$ cat config.mk
export PLATFORM = sky130hd
export DESIGN_NAME = modn_timer
export DESIGN_NICKNAME = d
export VERILOG_FILES = /design/src/rtl/modn_timer.sv
export SDC_FILE = /design/constraint.sdc
export NUM_CORES = 1
export LEC_CHECK = 0
export BUFFER_PORTS_ARGS = -buffer_cell sky130_fd_sc_hd__buf_2
export CAP_MARGIN = 20
export CELL_PAD_IN_SITES_DETAIL_PLACEMENT = 2
export CELL_PAD_IN_SITES_GLOBAL_PLACEMENT = 2
export CORE_MARGIN = 2
export CORE_UTILIZATION = 37
export CTS_BUF_LIST = sky130_fd_sc_hd__clkbuf_8
export DETAILED_ROUTE_END_ITERATION = 8
export PLACE_DENSITY = 0.83
export SLEW_MARGIN = 20
export SYNTH_ARGS = -nofsm -noshare
export SYNTH_HDL_FRONTEND = slang
export SYNTH_SLANG_ARGS = --single-unit
$ cat constraint.sdc
create_clock -name clk_50 -period 5 [get_ports clk_50]
set_input_delay 0.25 -clock clk_50 [delete_from_list [all_inputs] [get_ports clk_50]]
set_output_delay 0.25 -clock clk_50 [all_outputs]
set_load 0.02 [all_outputs]
$ cat src/rtl/modn_timer.sv
// Modulo-N up/down timer with programmable prescaler and a periodic or one-shot mode.
// Emits a registered one-cycle terminal-count pulse and a busy flag while running.
module modn_timer #(
  parameter int N         = 8,
  parameter int M_DEFAULT = 10,
  parameter int PRE_W     = 4
) (
  input  logic             clk_50,
  input  logic             rst,
  input  logic             en,
  input  logic             mode,
  input  logic             dir,
  input  logic             start,
  input  logic             load,
  input  logic [N-1:0]     mod_in,
  input  logic [PRE_W-1:0] pre_div,
  output logic [N-1:0]     cnt_num,
  output logic             tc,
  output logic             busy
);

  generate
    if (M_DEFAULT < 1 || M_DEFAULT > (2 ** N) - 1) begin : g_bad_mod
      $error("modn_timer: M_DEFAULT out of range 1..2^N-1");
    end
  endgenerate

  typedef enum logic {IDLE, RUN} state_t;

  state_t           state, state_nxt;
  logic [N-1:0]     mod_q, mod_nxt;
  logic [N-1:0]     cnt_nxt;
  logic [PRE_W-1:0] pre_cnt, pre_nxt;
  logic             tc_nxt;

  // Value the count restarts from for a given direction and modulus.
  function automatic logic [N-1:0] start_val(input logic d, input logic [N-1:0] m);
    return d ? m - N'(1) : '0;
  endfunction

  // Value at which the next tick is terminal.
  function automatic logic [N-1:0] term_val(input logic d, input logic [N-1:0] m);
    return d ? '0 : m - N'(1);
  endfunction

  always_ff @(posedge clk_50) begin
    if (rst) begin
      state   <= IDLE;
      mod_q   <= N'(M_DEFAULT);
      cnt_num <= '0;
      pre_cnt <= '0;
      tc      <= 1'b0;
    end else begin
      state   <= state_nxt;
      mod_q   <= mod_nxt;
      cnt_num <= cnt_nxt;
      pre_cnt <= pre_nxt;
      tc      <= tc_nxt;
    end
  end

  // A valid load pre-empts both the state transition and any same-edge tick.
  always_comb begin
    state_nxt = state;
    mod_nxt   = mod_q;
    cnt_nxt   = cnt_num;
    pre_nxt   = pre_cnt;
    tc_nxt    = 1'b0;
    if (load && (mod_in != '0)) begin
      mod_nxt = mod_in;
      cnt_nxt = start_val(dir, mod_in);
      pre_nxt = '0;
    end else begin
      case (state)
        IDLE: begin
          if (en && (!mode || start)) begin
            state_nxt = RUN;
            cnt_nxt   = start_val(dir, mod_q);
            pre_nxt   = '0;
          end
        end
        RUN: begin
          if (en) begin
            if (pre_cnt == pre_div) begin
              pre_nxt = '0;
              if (cnt_num == term_val(dir, mod_q)) begin
                cnt_nxt = start_val(dir, mod_q);
                tc_nxt  = 1'b1;
                if (mode) state_nxt = IDLE;
              end else if (dir) begin
                cnt_nxt = cnt_num - N'(1);
              end else begin
                cnt_nxt = cnt_num + N'(1);
              end
            end else begin
              pre_nxt = pre_cnt + PRE_W'(1);
            end
          end
        end
        default: state_nxt = IDLE;
      endcase
    end
  end

  assign busy = (state == RUN);

endmodule
==> results list <==
* Sw Ratio: 37.9%
- Summed over all layers, the global routing overflow is 0.
* Effective utilization at floorplan: 37.7%
- Aggregate global-route resource usage: 24.1%
- Ratio of cells with drive above 1 in the final layout: 16.7%
- Yosys printed 0 warnings.
- Core area: 5040 µm²
- The HPWL after detailed placement is 4.89 mm.
* Worst max-slew margin expressed relative to the limit: 40.2%
- Data on the critical path arrives at its endpoint at 3.39 ns.
- DRC violation total after the first TritonRoute iteration: 115
- In this run the static leakage power is 0.848 nW.
* Maximum net fanout on the critical path: 10
- Clock Path Buffers: 2
- The first detailed-routing pass took 4 iterations.
- Power dissipated by switching net loads: 0.203 mW
- The clock network burns 25.6% of the power.
- First-pass GRT wire length: 10.3 mm
* Number of sinks driven by the clock tree: 22
* Post-CTS setup buffer count: 0
* Final weighted congestion of routability-driven global placement: 0.839
- The internal portion of the total power is 0.333 mW.
- Clock Tree Root: sky130_fd_sc_hd__clkbuf_8
- Setup repair after global routing left no endpoint under its margin.
* Proportion of synthesized chip area in sequential cells: 23.2%
* Hold-fix buffers at CTS: 0
- Overall die height: 75.7 µm
- Nets in the synthesized netlist: 270
- Fraction of power consumed by sequential logic: 38.9%
* Top FF cell, synth: sky130_fd_sc_hd__dfxtp_1
- Clock skew on the completed layout was measured at 0.00422 ns.
* Number of pins exceeding their max-slew limit in the final report: 0
- Fillers: 604
- Clock slew seen by the registers of the worst setup and hold paths: 0.09 ns
* Average cell area after synthesis: 7.92 µm²
* Mapped cell area: 1900 µm²
- Final setup violating endpoints: 0
- Post-DR vias/cell: 5.65
- For this run, the slowest stage of the critical path takes 0.46 ns.
* Worst vdd ir: 0.000107 V
* Number of flops mapped to enable cells by yosys: 0
- The die is 75.7 µm wide.
* Total length of routed wires: 6.45 mm
- Dividing total power by cell area gives a power density of 249 nW/µm².
- Worst Setup SP: mod_q[0]$_SDFFE_PP0P_
* Post-layout net count: 294
* Slew @ Worst Pin: 0.888 ns
- Number of gates resized after cts: 0
- Routed via count: 1883
- The number of global-route vias before repair came to 1968.
* Sum Neg Setup Slack: 0 ns
- 0 antenna diodes ended up in the layout.
* Worst path top cell family by delay: simple AND/OR/NAND/NOR gates
* Kind of path behind the tightest hold check: in2reg
- In this run the critical register-to-register path is launched from mod_q[0]$_SDFFE_PP0P_.
* Fmax: 311 MHz
- Worst EP required: 5.18 ns
* Smallest hold slack: 0.268 ns
- Count of final hold-check violations: 0
- DRC violations left: 0
- STA classifies the critical path startpoint as a flip-flop.
* Post-Synthesis Cells: 240
* ANT nets after route: 0
- After layout, the worst path uses 64.3% of the clock period.
- After routing the design area is 2150 µm².
* Initial antenna violation count: 0
- Cells along the critical path: inv_1, ha_1, nor3b_1, xnor2_1, a31oi_1, nor3_1, o2111ai_4, and2_4, or3_1, a211oi_1
- Counting the buffers created by CTS gives 3.
- Ports placed on the boundary: 29
* Later-pin clock latency in the skew report: 0.27 ns
* Slowest library cell on the worst path: sky130_fd_sc_hd__dfxtp_1
* Relative area change from synthesis to final layout: 13.2%
* Largest net degree at the start of global routing: 26
- For this run, asynchronously set or reset flops after synthesis account for 0%.
- After detailed routing, the average wire length per cell comes to 19.4 µm.
- The placed instances occupy a cell area of 2100 µm².
* Max cap viols: 0
- Minimum period implied by the final worst setup slack: 3.22 ns
- The worst hold path begins at mod_in[4].
- During placement, the flow inserted port buffers numbering 28.
- Combinational logic is responsible for 35.5% of the overall power.
- Number of levels the H-tree was split into: 1
* Result of the run: complete, no violations
- Flop and latch count out of synthesis: 22
* Placement row count: 26
* Count of buffering cells on the critical path with inverters included: 1
- CTS tree: built
* Die area: 5730 µm²
* Endpoint class of the critical path: flip-flop
* Post-synth cell types: 56
- Critical path class: reg2reg
-- worst register-to-register path: cells and delay by family, from the launching register on --
family,cells,cell delay (ns)
XOR/XNOR,1,0.38
AND/OR/NAND/NOR,4,1.28
AO/OA/AOI/OAI,3,0.67
buffers and inverters,1,0.11
flip-flops,1,0.46
adder cells (fa/ha/maj),1,0.25
-- cells in the mapped netlist (3+ instances only) --
| cell type | n | area share (%) |
|---|---|---|
| sky130_fd_sc_hd__nor2_1 | 28 | 5.5 |
| sky130_fd_sc_hd__dfxtp_1 | 22 | 23 |
| sky130_fd_sc_hd__nand2_1 | 18 | 3.6 |
| sky130_fd_sc_hd__xnor2_1 | 18 | 8.3 |
| sky130_fd_sc_hd__inv_1 | 15 | 3.0 |
| sky130_fd_sc_hd__o21ai_0 | 13 | 3.4 |
| sky130_fd_sc_hd__a21oi_1 | 11 | 2.9 |
| sky130_fd_sc_hd__ha_1 | 10 | 6.6 |
| sky130_fd_sc_hd__nor3_1 | 10 | 2.6 |
| sky130_fd_sc_hd__a31oi_1 | 7 | 2.3 |
| sky130_fd_sc_hd__clkbuf_1 | 7 | 1.4 |
| sky130_fd_sc_hd__xor2_1 | 7 | 3.2 |
| sky130_fd_sc_hd__a211oi_1 | 6 | 2.4 |
| sky130_fd_sc_hd__nand2b_1 | 4 | 1.3 |
| sky130_fd_sc_hd__nor2b_1 | 4 | 1.3 |
| sky130_fd_sc_hd__or3_1 | 4 | 1.3 |
| sky130_fd_sc_hd__nand4_1 | 3 | 0.99 |
| sky130_fd_sc_hd__o41ai_1 | 3 | 1.4 |
-- power by group through the flow --
stage / clock network, mW / registers, mW / logic, mW
floorplan: 0 / 0.212 / 0.128
global placement: 0 / 0.211 / 0.183
detailed placement: 0 / 0.212 / 0.187
CTS: 0.140 / 0.208 / 0.191
global route: 0.145 / 0.211 / 0.211
finish: 0.138 / 0.209 / 0.190
-- path summary, 6_finish.rpt --
| path | to | slack [ns] | cells past startpoint |
|---|---|---|---|
| min reg2reg | pre_cnt[3]$_SDFFE_PP0P_ | 0.53 | 2 |
| max reg2reg | cnt_num[0]$_SDFFE_PP0P_ | 1.78 | 10 |
| min | mod_q[4]$_SDFFE_PP0P_ | 0.27 | 3 |
| max | cnt_num[0]$_SDFFE_PP0P_ | 1.78 | 10 |
-- metal layers --
metal  up-vias  global-route usage, %  part of all wire, %
met1       941                   32.1                   47
met3         2                   2.12                  1.9
met5         -                      0                    0
met4         0                   4.29                 0.45
met2        27                   42.9                   51
li1        913                      -                    -
-- cell usage in the layout (no fill, tap or decap), drive strengths merged, types with 2 or more instances in the layout --
cell type  instances
buf               29
nor2              28
dfxtp             22
nand2             18
xnor2             18
inv               15
o21ai             15
a21oi             12
nor3              10
ha                10
xor2               7
a31oi              7
a211oi             6
or3                6
nand2b             4
nor2b              4
clkbuf             4
nand4              3
o41ai              3
o41a               2
a211o              2
nand4b             2
mux2i              2
nor4               2
a21o               2
o211ai             2
a22oi              2
nand3              2
a311oi             2
nor3b              2
nor4b              2
o2111ai            2
-- kinds of logic after synthesis --
kind of cell    Yosys count  share of synthesized area (%)
simple gates             91                           26.2
compound gates           63                           23.8
xor+xnor                 26                           12.8
buf+inv                  25                           5.40
flops                    22                           23.2
fa+ha+maj                11                           7.64
mux                       2                           1.05
-- metrics by stage --
| stage | power, mW | instances | worst slack, ns | utilization [%] |
|---|---|---|---|---|
| finish | 0.537 | 333 | 1.78 | 42.7 |
| global route | 0.567 | 333 | 1.51 | 42.7 |
| CTS | 0.540 | 333 | 1.78 | 42.7 |
| detailed placement | 0.400 | 329 | 1.85 | 41.6 |
| global placement | 0.394 | 329 | 1.94 | 41.6 |
| floorplan | 0.341 | 240 | 2.23 | - |
-- registers in the layout, summed over array words and instances (netlist names) --
| register | cells |
|---|---|
| mod_q | 8 |
| busy | 1 |
| pre_cnt | 4 |
| tc | 1 |
| cnt_num | 8 |
-- area by class of cell --
| cell class | instances | area, µm² | area share [%] |
|---|---|---|---|
| flip-flops and latches | 22 | 440 | 20.5 |
| well taps | 70 | 87.6 | 4.07 |
| inverters | 15 | 56.3 | 2.62 |
| multi-input cells | 193 | 1370 | 63.4 |
| repair buffers | 29 | 148 | 6.86 |
| clock buffers | 4 | 55.1 | 2.56 |
Note: power is estimated with default switching activity, not from simulation.
